`config.mk`:
```
export PLATFORM = sky130hd
export DESIGN_NAME = mfrsd_spi_bridge_flat
export DESIGN_NICKNAME = d
export VERILOG_FILES = /design/src/rtl/mfrsd_spi_bridge_if.sv /design/src/rtl/mfrsd_spi_bridge.sv /design/src/flat_wrapper.sv
export SDC_FILE = /design/constraint.sdc
export NUM_CORES = 1
export LEC_CHECK = 0
export CORE_MARGIN = 3
export CORE_UTILIZATION = 60
export DETAILED_ROUTE_END_ITERATION = 7
export GPL_TIMING_DRIVEN = 0
export PLACE_DENSITY = 0.9
export SETUP_SLACK_MARGIN = 0.4
export SLEW_MARGIN = 25
export SYNTH_ARGS = -nofsm -noshare
export SYNTH_HDL_FRONTEND = slang
export SYNTH_SLANG_ARGS = --single-unit
```
`constraint.sdc`:
```
create_clock -name clk -period 5.5 [get_ports clk]
set_input_delay 1.1 -clock clk [delete_from_list [all_inputs] [get_ports clk]]
set_output_delay 1.1 -clock clk [all_outputs]
set_load 0.01 [all_outputs]
```
`src/rtl/mfrsd_spi_bridge_if.sv`:
```
// CPU-side bus of the MFRSD SD/SPI bridge: slot/window select, strobes, data and stall.
interface mfrsd_spi_bridge_if;
  logic        cs;
  logic        en;
  logic [15:0] cpu_addr;
  logic [7:0]  din;
  logic        cpu_mreq;
  logic        cpu_rd;
  logic        cpu_wr;
  logic [7:0]  dout;
  logic        cpu_wait;

  modport slave (
    input  cs, en, cpu_addr, din, cpu_mreq, cpu_rd, cpu_wr,
    output dout, cpu_wait
  );

  modport master (
    output cs, en, cpu_addr, din, cpu_mreq, cpu_rd, cpu_wr,
    input  dout, cpu_wait
  );
endinterface

```
`src/rtl/mfrsd_spi_bridge.sv`:
```
// SD/SPI bridge for MFRSD cartridges: memory-mapped SPI mode-0 master with
// read-ahead data port, divider/status and chip-select registers, CPU stall.
module mfrsd_spi_bridge #(
  parameter int               NUM_CS      = 2,
  parameter int               DIV_W       = 8,
  parameter logic [DIV_W-1:0] DEFAULT_DIV = DIV_W'(8'd63)
) (
  input  logic              clk,
  input  logic              reset,
  mfrsd_spi_bridge_if.slave bus,
  output logic              spi_sclk,
  output logic              spi_mosi,
  input  logic              spi_miso,
  output logic [NUM_CS-1:0] spi_cs_n,
  output logic              busy
);

  localparam logic [1:0] ST_IDLE  = 2'd0;
  localparam logic [1:0] ST_LOW   = 2'd1;
  localparam logic [1:0] ST_HIGH  = 2'd2;

  localparam logic [1:0] CLS_DATA = 2'd0;
  localparam logic [1:0] CLS_DIV  = 2'd1;
  localparam logic [1:0] CLS_CSEL = 2'd2;

  logic [1:0]       state_r;
  logic [7:0]       tx_sr_r;
  logic [7:0]       rx_sr_r;
  logic [7:0]       rx_buf_r;
  logic [7:0]       rd_lat_r;
  logic [2:0]       bitcnt_r;
  logic [DIV_W-1:0] cnt_r;
  logic [DIV_W-1:0] div_r;
  logic [DIV_W-1:0] div_lat_r;
  logic             prev_rd_r;
  logic             prev_wr_r;
  logic             pend_r;
  logic             pend_wr_r;
  logic [1:0]       pend_cls_r;
  logic [7:0]       pend_data_r;

  logic             win_s;
  logic             rd_s;
  logic             wr_s;
  logic             rd_edge_s;
  logic             wr_edge_s;
  logic             busy_s;
  logic [1:0]       cls_s;
  logic             new_valid_s;
  logic             act_valid_s;
  logic             act_wr_s;
  logic [1:0]       act_cls_s;
  logic [7:0]       act_data_s;
  logic             start_s;
  logic [7:0]       tx_byte_s;
  logic [7:0]       status_s;
  logic [7:0]       dout_s;
  logic             unused_s;

  assign win_s        = bus.cs & bus.en & bus.cpu_mreq & (bus.cpu_addr[15:13] == 3'b010);
  assign rd_s         = win_s & bus.cpu_rd;
  assign wr_s         = win_s & bus.cpu_wr;
  assign rd_edge_s    = rd_s & ~prev_rd_r;
  assign wr_edge_s    = wr_s & ~prev_wr_r;
  assign busy_s       = (state_r != ST_IDLE);
  assign busy         = busy_s;
  assign bus.cpu_wait = pend_r;
  assign status_s     = {busy_s, 7'(spi_cs_n)};
  assign bus.dout     = dout_s;
  assign unused_s     = ^bus.cpu_addr[10:0];

  // Address class decode and selection of the one action executed this cycle
  always_comb begin
    cls_s       = CLS_DATA;
    act_valid_s = 1'b0;
    act_wr_s    = 1'b0;
    act_cls_s   = CLS_DATA;
    act_data_s  = 8'h00;
    tx_byte_s   = 8'hFF;
    if (bus.cpu_addr[12] == 1'b0) begin
      cls_s = CLS_DATA;
    end else if (bus.cpu_addr[11] == 1'b0) begin
      cls_s = CLS_DIV;
    end else begin
      cls_s = CLS_CSEL;
    end
    // STATUS and CSEL reads are side-effect free and never become actions
    new_valid_s = wr_edge_s | (rd_edge_s & (cls_s == CLS_DATA));
    if (busy_s) begin
      act_valid_s = 1'b0;
    end else if (pend_r) begin
      act_valid_s = 1'b1;
      act_wr_s    = pend_wr_r;
      act_cls_s   = pend_cls_r;
      act_data_s  = pend_data_r;
    end else begin
      act_valid_s = new_valid_s;
      act_wr_s    = wr_edge_s;
      act_cls_s   = cls_s;
      act_data_s  = bus.din;
    end
    start_s = act_valid_s & (act_cls_s == CLS_DATA);
    if (act_wr_s) begin
      tx_byte_s = act_data_s;
    end else begin
      tx_byte_s = 8'hFF;
    end
  end

  // CPU read data mux
  always_comb begin
    dout_s = 8'hFF;
    if (rd_s) begin
      case (cls_s)
        CLS_DATA: dout_s = rd_lat_r;
        CLS_DIV:  dout_s = status_s;
        default:  dout_s = 8'hFF;
      endcase
    end else begin
      dout_s = 8'hFF;
    end
  end

  // Strobe edge history, pending-access latch and CPU-visible registers
  always_ff @(posedge clk) begin
    if (reset) begin
      prev_rd_r   <= 1'b0;
      prev_wr_r   <= 1'b0;
      pend_r      <= 1'b0;
      pend_wr_r   <= 1'b0;
      pend_cls_r  <= CLS_DATA;
      pend_data_r <= 8'h00;
      div_r       <= DEFAULT_DIV;
      spi_cs_n    <= {NUM_CS{1'b1}};
      rd_lat_r    <= 8'hFF;
    end else begin
      prev_rd_r <= rd_s;
      prev_wr_r <= wr_s;
      if (busy_s) begin
        if (new_valid_s && !pend_r) begin
          pend_r      <= 1'b1;
          pend_wr_r   <= wr_edge_s;
          pend_cls_r  <= cls_s;
          pend_data_r <= bus.din;
        end
      end else if (pend_r) begin
        // The pended action runs now; a fresh access takes its slot
        if (new_valid_s) begin
          pend_wr_r   <= wr_edge_s;
          pend_cls_r  <= cls_s;
          pend_data_r <= bus.din;
        end else begin
          pend_r <= 1'b0;
        end
      end
      if (act_valid_s && act_wr_s && (act_cls_s == CLS_DIV)) begin
        div_r <= act_data_s[DIV_W-1:0];
      end
      if (act_valid_s && act_wr_s && (act_cls_s == CLS_CSEL)) begin
        spi_cs_n <= act_data_s[NUM_CS-1:0];
      end
      if (act_valid_s && !act_wr_s && (act_cls_s == CLS_DATA)) begin
        rd_lat_r <= rx_buf_r;
      end
    end
  end

  // SPI mode-0 shift engine; divider is captured per byte
  always_ff @(posedge clk) begin
    if (reset) begin
      state_r   <= ST_IDLE;
      spi_sclk  <= 1'b0;
      spi_mosi  <= 1'b1;
      tx_sr_r   <= 8'hFF;
      rx_sr_r   <= 8'hFF;
      rx_buf_r  <= 8'hFF;
      bitcnt_r  <= 3'd0;
      cnt_r     <= {DIV_W{1'b0}};
      div_lat_r <= DEFAULT_DIV;
    end else begin
      case (state_r)
        ST_IDLE: begin
          if (start_s) begin
            tx_sr_r   <= tx_byte_s;
            spi_mosi  <= tx_byte_s[7];
            bitcnt_r  <= 3'd7;
            cnt_r     <= div_r;
            div_lat_r <= div_r;
            state_r   <= ST_LOW;
          end
        end
        ST_LOW: begin
          if (cnt_r == {DIV_W{1'b0}}) begin
            spi_sclk <= 1'b1;
            rx_sr_r  <= {rx_sr_r[6:0], spi_miso};
            cnt_r    <= div_lat_r;
            state_r  <= ST_HIGH;
          end else begin
            cnt_r <= cnt_r - DIV_W'(1);
          end
        end
        ST_HIGH: begin
          if (cnt_r == {DIV_W{1'b0}}) begin
            spi_sclk <= 1'b0;
            cnt_r    <= div_lat_r;
            if (bitcnt_r == 3'd0) begin
              rx_buf_r <= rx_sr_r;
              spi_mosi <= 1'b1;
              state_r  <= ST_IDLE;
            end else begin
              bitcnt_r <= bitcnt_r - 3'd1;
              tx_sr_r  <= {tx_sr_r[6:0], 1'b1};
              spi_mosi <= tx_sr_r[6];
              state_r  <= ST_LOW;
            end
          end else begin
            cnt_r <= cnt_r - DIV_W'(1);
          end
        end
        default: begin
          state_r <= ST_IDLE;
        end
      endcase
    end
  end

endmodule
```
`src/flat_wrapper.sv`:
```
// flat-port wrapper written by rule: the top's interface ports become plain ports
module mfrsd_spi_bridge_flat 
#(
  parameter int               NUM_CS      = 2,
  parameter int               DIV_W       = 8,
  parameter logic [DIV_W-1:0] DEFAULT_DIV = DIV_W'(8'd63)
)
  (clk, reset, spi_sclk, spi_mosi, spi_miso, spi_cs_n, busy, bus_cs, bus_en, bus_cpu_addr, bus_din, bus_cpu_mreq, bus_cpu_rd, bus_cpu_wr, bus_dout, bus_cpu_wait);
  mfrsd_spi_bridge_if bus_i ();
  input  logic clk;
  input  logic reset;
  output logic spi_sclk;
  output logic spi_mosi;
  input  logic spi_miso;
  output logic [NUM_CS-1:0] spi_cs_n;
  output logic busy;
  input wire logic [$bits(bus_i.cs)-1:0] bus_cs;
  input wire logic [$bits(bus_i.en)-1:0] bus_en;
  input wire logic [$bits(bus_i.cpu_addr)-1:0] bus_cpu_addr;
  input wire logic [$bits(bus_i.din)-1:0] bus_din;
  input wire logic [$bits(bus_i.cpu_mreq)-1:0] bus_cpu_mreq;
  input wire logic [$bits(bus_i.cpu_rd)-1:0] bus_cpu_rd;
  input wire logic [$bits(bus_i.cpu_wr)-1:0] bus_cpu_wr;
  output wire logic [$bits(bus_i.dout)-1:0] bus_dout;
  output wire logic [$bits(bus_i.cpu_wait)-1:0] bus_cpu_wait;
  assign bus_i.cs = bus_cs;
  assign bus_i.en = bus_en;
  assign bus_i.cpu_addr = bus_cpu_addr;
  assign bus_i.din = bus_din;
  assign bus_i.cpu_mreq = bus_cpu_mreq;
  assign bus_i.cpu_rd = bus_cpu_rd;
  assign bus_i.cpu_wr = bus_cpu_wr;
  assign bus_dout = bus_i.dout;
  assign bus_cpu_wait = bus_i.cpu_wait;
  mfrsd_spi_bridge #(.NUM_CS(NUM_CS), .DIV_W(DIV_W), .DEFAULT_DIV(DEFAULT_DIV)) u_core (.clk(clk), .reset(reset), .bus(bus_i), .spi_sclk(spi_sclk), .spi_mosi(spi_mosi), .spi_miso(spi_miso), .spi_cs_n(spi_cs_n), .busy(busy));
endmodule
```
==> results of run 1 <==
state kept, by name (all words and copies together) (netlist names), 2 cells and up:
name	count
u_core.bitcnt_r	3
u_core.cnt_r	8
u_core.div_lat_r	8
u_core.div_r	8
u_core.pend_cls_r	2
u_core.pend_data_r	8
u_core.rd_lat_r	8
u_core.rx_buf_r	8
u_core.rx_sr_r	8
u_core.spi_cs_n	2
u_core.state_r	2
u_core.tx_sr_r	7
logic make-up (layout without fill, tap and decap cells):
group	Yosys count	count (layout)	share of synthesized area
AND/OR/NAND/NOR	213	213	0.265
XOR/XNOR	3	3	0.00663
buffers and inverters	43	92	0.0455
AO/OA/AOI/OAI	110	110	0.199
multiplexers	25	25	0.0650
adder cells (fa/ha/maj)	8	8	0.0253
flip-flops	78	78	0.394
power by group:
group | total [uW] | switching (uW) | internal (uW) | leakage (uW)
registers | 569 | 2.42 | 567 | 0.000630
clock network | 418 | 225 | 193 | 0.000100
logic | 83.4 | 49.9 | 33.5 | 0.00104
total | 1070 | 277 | 793 | 0.00177
how the worst min path moves through the flow:
stage / startpoint / end / slack [ns] / depth (start not counted)
global placement: u_core.bitcnt_r[0] / u_core.bitcnt_r[0] / 0.42 / 1
CTS: u_core.bitcnt_r[0] / u_core.bitcnt_r[0] / 0.46 / 1
global route: u_core.bitcnt_r[0] / u_core.bitcnt_r[0] / 0.48 / 1
finish: u_core.bitcnt_r[0] / u_core.bitcnt_r[0] / 0.46 / 1
floorplan: u_core.bitcnt_r[0] / u_core.bitcnt_r[0] / 0.41 / 1
detailed placement: u_core.bitcnt_r[0] / u_core.bitcnt_r[0] / 0.45 / 1
Yosys cell counts (all sizes together) (2+ instances only):
library cell	instances
dfxtp	78
nor2	64
nand2	61
a21oi	36
o21ai	27
clkbuf	21
nor3	20
mux2i	19
nand3b	17
inv	15
nand2b	10
ha	8
nand3	8
a211oi	7
buf	7
a311oi	6
mux2	6
nand4	6
o211ai	6
or3	6
a32oi	5
nor3b	4
o41ai	4
a22o	3
a31oi	3
nor2b	3
or2	3
or3b	3
xnor2	3
a221oi	2
a22oi	2
and2	2
nor4	2
o221ai	2
o22ai	2
or4	2
layer usage:
layer  vias to the layer above  wire, um  GRT usage
li1                       1795         -          -
met1                      1790      4170      0.354
met2                       182      4790      0.458
met3                        30       908     0.0908
met4                         0       245     0.0976
met5                         -         0          0
worst max-delay path, stage by stage:
cell,delay [ns]
clkdlybuf4s50_1,0.48
nand4b_2,0.23
nor2_1,0.19
nand2_1,0.09
a21oi_1,0.40
o21ai_0,0.18
clkdlybuf4s50_1,0.51
through the flow:
| step | hold slack (ns) | cells |
|---|---|---|
| 2_1_floorplan | 0.411 | 480 |
| 3_3_place_gp | 0.423 | 588 |
| 3_5_place_dp | 0.448 | 588 |
| 4_1_cts | 0.461 | 604 |
| 5_1_grt | 0.484 | 604 |
| 6_report | 0.460 | 604 |
cell type report:
class | instances | area share
Buffer | 28 | 0.0270
Sequential cell | 78 | 0.341
Tap cell | 75 | 0.0205
Timing Repair Buffer | 33 | 0.0721
Clock inverter | 5 | 0.00874
Inverter | 15 | 0.0123
Clock buffer | 11 | 0.0330
Multi-Input combinational cell | 359 | 0.486
==> flow_metrics.py, run 1 <==
metrics = {
    "route": {
        "first_pass_iters": 5,
        "remaining_drc_errors": 0,
        "via_per_inst": 6.29,
        "wl_um": 10100,
        "vias": 3797,
        "first_iter_violations": 290,
        "final_antenna_net_count": 0,
        "wl_per_cell_um": 16.7,
    },
    "layout": {
        "layout_common_cells": "dfxtp_1 (78), nor2_1 (64), nand2_1 (61), a21oi_1 (34), clkdlybuf4s50_1 (33)",
        "layout.nets": 564,
        "multiInputGateArea_sq_um": 2230,
        "fill_cells": 450,
        "final_common_cell": "dfxtp_1",
        "final_cell_area_sq_um": 4580,
        "post-route-util": 0.743,
        "drive_above_1_share": 0.0888,
        "regArea_sq_um": 1560,
        "areaGrowthSynthToFinish_pct": 15.7,
        "diodes": 0,
    },
    "yosys": {
        "synth.top_cell.area_share": 0.394,
        "synth_nets": 520,
        "synthTopCellsByArea": "dfxtp_1 (39%), nor2_1 (6.1%), nand2_1 (5.8%)",
        "yosysWarnings": 0,
        "synth_ff_type": "dfxtp_1",
        "synth_edf_count": 0,
        "ys_async_sr_fraction": 0,
        "ys_ff_latch": 78,
        "yosys.area.top_type": "dfxtp_1",
        "ys_seq_area_frac": 0.394,
        "synth_cell_types": 54,
        "postSynthAreaPerCell_sq_um": 8.26,
        "synthesis.area_sq_um": 3960,
        "synth_cells": 480,
    },
    "worst_setup_path": {
        "crit_fanout": 6,
        "cp-end-kind": "output pin",
        "r2r-start": "u_core.bus.cpu_wait",
        "rr_endpoint": "u_core.tx_sr_r[0]",
        "reg2reg_depth": 7,
        "arrival_ns": 3.19,
        "startpoint_type": "input port",
        "cp-endpoint": "bus_dout[5]",
        "crit_path_start": "bus_cs",
        "worstPathRequired_ns": 4.40,
        "regToRegSetupSlack_ns": 2.87,
        "path_class": "input port to output pin",
    },
    "power": {
        "p_leak_uw": 0.00177,
        "ir_drop_v": 0.000189,
        "p_per_area_nw_per_um2": 234,
        "finalPower_uw": 1070,
    },
    "sta": {
        "tightest_slew_ns": 1.03,
        "setup_viol_count_final": 0,
        "min_period_ns": 4.29,
        "rsz0062_at_grt": "no",
        "fmax_mhz": 233,
        "finalHoldViolations": 0,
        "slew_violations": 0,
        "setup_slack_ns": 1.21,
        "post-route-period-util": 0.781,
        "fin_skew_ns": 0.0115,
        "finalSetupTns_ns": 0,
        "relSlewSlack": 0.306,
    },
    "grt": {
        "grt_pass1_wl_um": 16900,
        "grt-ovfl-total": 0,
        "grt_pass1_vias": 3560,
        "track_usage": 0.283,
        "grt_antenna_before_repair": 0,
        "grt_max_degree": 15,
    },
    "clocking": {
        "clk_path_buf_depth": 2,
        "tritoncts": "done",
        "cts_sinks": 78,
        "cts_made_buffers": 9,
        "htreeDepth": 3,
        "clk_pin_slew_ns": 0.08,
        "holdBufCountCts": 0,
        "cts_root_buffer": "clkbuf_8",
        "postCtsSetupRepairBufs": 0,
        "ctsResizeCount": 0,
        "clock_latency_ns": 0.37,
    },
    "placement": {
        "placed_cell_area_sq_um": 4390,
        "dp_hpwl_um": 7550,
        "portBuffers": 33,
        "place_ws_ns": 1.19,
        "gp_congestion": 0.965,
    },
    "die": {
        "placementRows": 28,
        "die_h_um": 87.3,
        "dieArea_sq_um": 7620,
        "ios": 46,
        "initial_utilization": 0.643,
        "core_area_sq_um": 6170,
        "dieWidth_um": 87.3,
    },
    "status": {
        "outcome": "complete, no violations",
    },
    "hold_path": {
        "hold_class": "flip-flop to flip-flop",
    },
    "job": {
        "drv_cap": 0,
    },
}
Note: power is estimated with default switching activity, not from simulation.
==> run 2: changes to the inputs <==
--- a/config.mk
+++ b/config.mk
@@ -6,10 +6,10 @@
 export NUM_CORES = 1
 export LEC_CHECK = 0
 export CORE_MARGIN = 3
-export CORE_UTILIZATION = 60
+export CORE_UTILIZATION = 51
 export DETAILED_ROUTE_END_ITERATION = 7
 export GPL_TIMING_DRIVEN = 0
-export PLACE_DENSITY = 0.9
+export PLACE_DENSITY = 0.82
 export SETUP_SLACK_MARGIN = 0.4
 export SLEW_MARGIN = 25
 export SYNTH_ARGS = -nofsm -noshare
==> constraint.sdc (replaced) <==
create_clock -name clk -period 3.4 [get_ports clk]
set_input_delay 0.68 -clock clk [delete_from_list [all_inputs] [get_ports clk]]
set_output_delay 0.68 -clock clk [all_outputs]
set_load 0.01 [all_outputs]
==> run 2 against run 1 <==
Global-route usage shrank 3.6 points; critical path depth shrank 1; register-to-register slack lost 2.0 ns; worst hold slack got worse by 0.020 ns; largest cell class unchanged.
==> flow_metrics.py, run 2 (synthesis results as in run 1) <==
metrics = {
    "worst_setup_path": {
        "cp_cell_sequence": "clkdlybuf4s50_1 > nand4b_4 > nor2_4 > and2_1 > nand2_1 > clkdlybuf4s50_1",
        "cp_common_cell": "clkdlybuf4s50_1",
        "startpoint_type": "input port",
        "worstPathRequired_ns": 2.72,
        "crit_buf_inv": 2,
        "critPathSlowestCell": "clkdlybuf4s50_1",
        "cp-end-kind": "output pin",
        "critPathMaxStageDelay_ns": 0.51,
        "path_class": "input port to output pin",
        "crit_family": "buffers and inverters",
        "crit_fanout": 6,
        "arrival_ns": 2.24,
    },
    "job": {
        "drv_cap": 0,
    },
    "clocking": {
        "clk_pin_slew_ns": 0.08,
        "cts_made_buffers": 9,
        "clock_latency_ns": 0.35,
        "cts_root_buffer": "clkbuf_8",
        "tritoncts": "done",
        "holdBufCountCts": 0,
        "clk_path_buf_depth": 2,
        "htreeDepth": 3,
        "cts_sinks": 78,
    },
    "sta": {
        "fmax_mhz": 342,
        "slew_violations": 0,
        "setup_viol_count_final": 0,
        "fin_skew_ns": 0.00884,
        "finalSetupTns_ns": 0,
        "finalHoldViolations": 0,
        "rsz0062_at_grt": "no",
        "tightest_slew_ns": 1.09,
        "post-route-period-util": 0.859,
        "min_period_ns": 2.92,
        "relSlewSlack": 0.268,
    },
    "placement": {
        "portBuffers": 33,
        "dp_hpwl_um": 7540,
        "gp_congestion": 0.918,
    },
    "route": {
        "remaining_drc_errors": 0,
        "wl_um": 10400,
        "wl_per_cell_um": 16.5,
        "vias": 3749,
        "first_iter_violations": 263,
        "first_pass_iters": 5,
        "via_per_inst": 5.93,
        "final_antenna_net_count": 0,
    },
    "status": {
        "outcome": "complete, no violations",
    },
    "power": {
        "p_leak_uw": 0.00184,
        "p_per_area_nw_per_um2": 393,
        "ir_drop_v": 0.000397,
    },
    "grt": {
        "grt_antenna_before_repair": 0,
        "track_usage": 0.246,
        "grt_max_degree": 15,
        "grt_pass1_vias": 3626,
        "grt_pass1_wl_um": 17100,
        "grt-ovfl-total": 0,
    },
    "die": {
        "core_area_sq_um": 7410,
        "initial_utilization": 0.535,
        "dieArea_sq_um": 8860,
        "ios": 46,
        "die_h_um": 94.1,
        "placementRows": 31,
        "dieWidth_um": 94.1,
    },
    "layout": {
        "areaGrowthSynthToFinish_pct": 18.8,
        "drive_above_1_share": 0.116,
        "diodes": 0,
        "layout.nets": 568,
        "final_common_cell": "dfxtp_1",
        "layout_common_cells": "dfxtp_1 (77), nor2_1 (63), nand2_1 (61), a21oi_1 (33), o21ai_0 (27)",
        "post-route-util": 0.636,
    },
    "hold_path": {
        "hold_class": "flip-flop to flip-flop",
    },
}
[run 2: timing repair]
action	in CTS	in global routing
setup endpoints to repair	8	10
pin swaps	0	1
buffers inserted	1	3
resized for setup	12	17
cloned	0	0
[run 2: area by class of cell]
cell class,count,area [sq um]
Fill cell,634,2700
Tap cell,99,124
Multi-Input combinational cell,359,2250
Inverter,15,56.3
Timing Repair Buffer,37,354
Buffer,28,130
Clock buffer,10,138
Clock inverter,6,92.6
Sequential cell,78,1560
[run 2: final timing paths]
kind                       startpoint                  to  slack [ns]  cells after the start
setup / recovery               bus_cs         bus_dout[7]        0.48                      6
setup reg to reg  u_core.bus.cpu_wait   u_core.tx_sr_r[0]        0.85                      7
hold reg to reg    u_core.bitcnt_r[0]  u_core.bitcnt_r[0]        0.44                      1
hold / removal     u_core.bitcnt_r[0]  u_core.bitcnt_r[0]        0.44                      1
[run 2: routing by layer]
metal  track usage  wire length, um  vias up  share of wire
met5             0                0        -              0
met1         0.296             4500     1769           0.43
met4         0.101              298        0          0.029
li1              -                -     1806              -
met2         0.420             5010      141           0.48
met3        0.0577              634       33          0.061
[run 2: power breakdown]
group	internal [uW]	switching, uW	total, uW
sequential	917	3.98	921
combinational	55.6	83.5	139
clock	437	353	790
total	1410	440	1850
[run 2: per-stage QoR]
stage / cells / hold WS [ns] / power, uW / worst slack [ns] / cell area, sq um
finish: 632 / 0.440 / 1850 / 0.479 / 4710
global route: 632 / 0.454 / 1910 / 0.403 / 4710
CTS: 629 / 0.443 / 1860 / 0.315 / 4680
detailed placement: 612 / 0.431 / 1070 / 0.0160 / 4420
global placement: 612 / 0.423 / 1070 / 0.0307 / 4420
floorplan: 480 / 0.411 / 1020 / 1.06 / 3960
[run 2: worst register-to-register path, cell delays in order (launching register included)]
cell and delay (ns):
dfxtp_1 0.51, clkbuf_1 0.43, buf_1 0.48, mux2_2 0.39
a21oi_1 0.32, nand3_1 0.13, nor2_1 0.11, a21oi_1 0.05
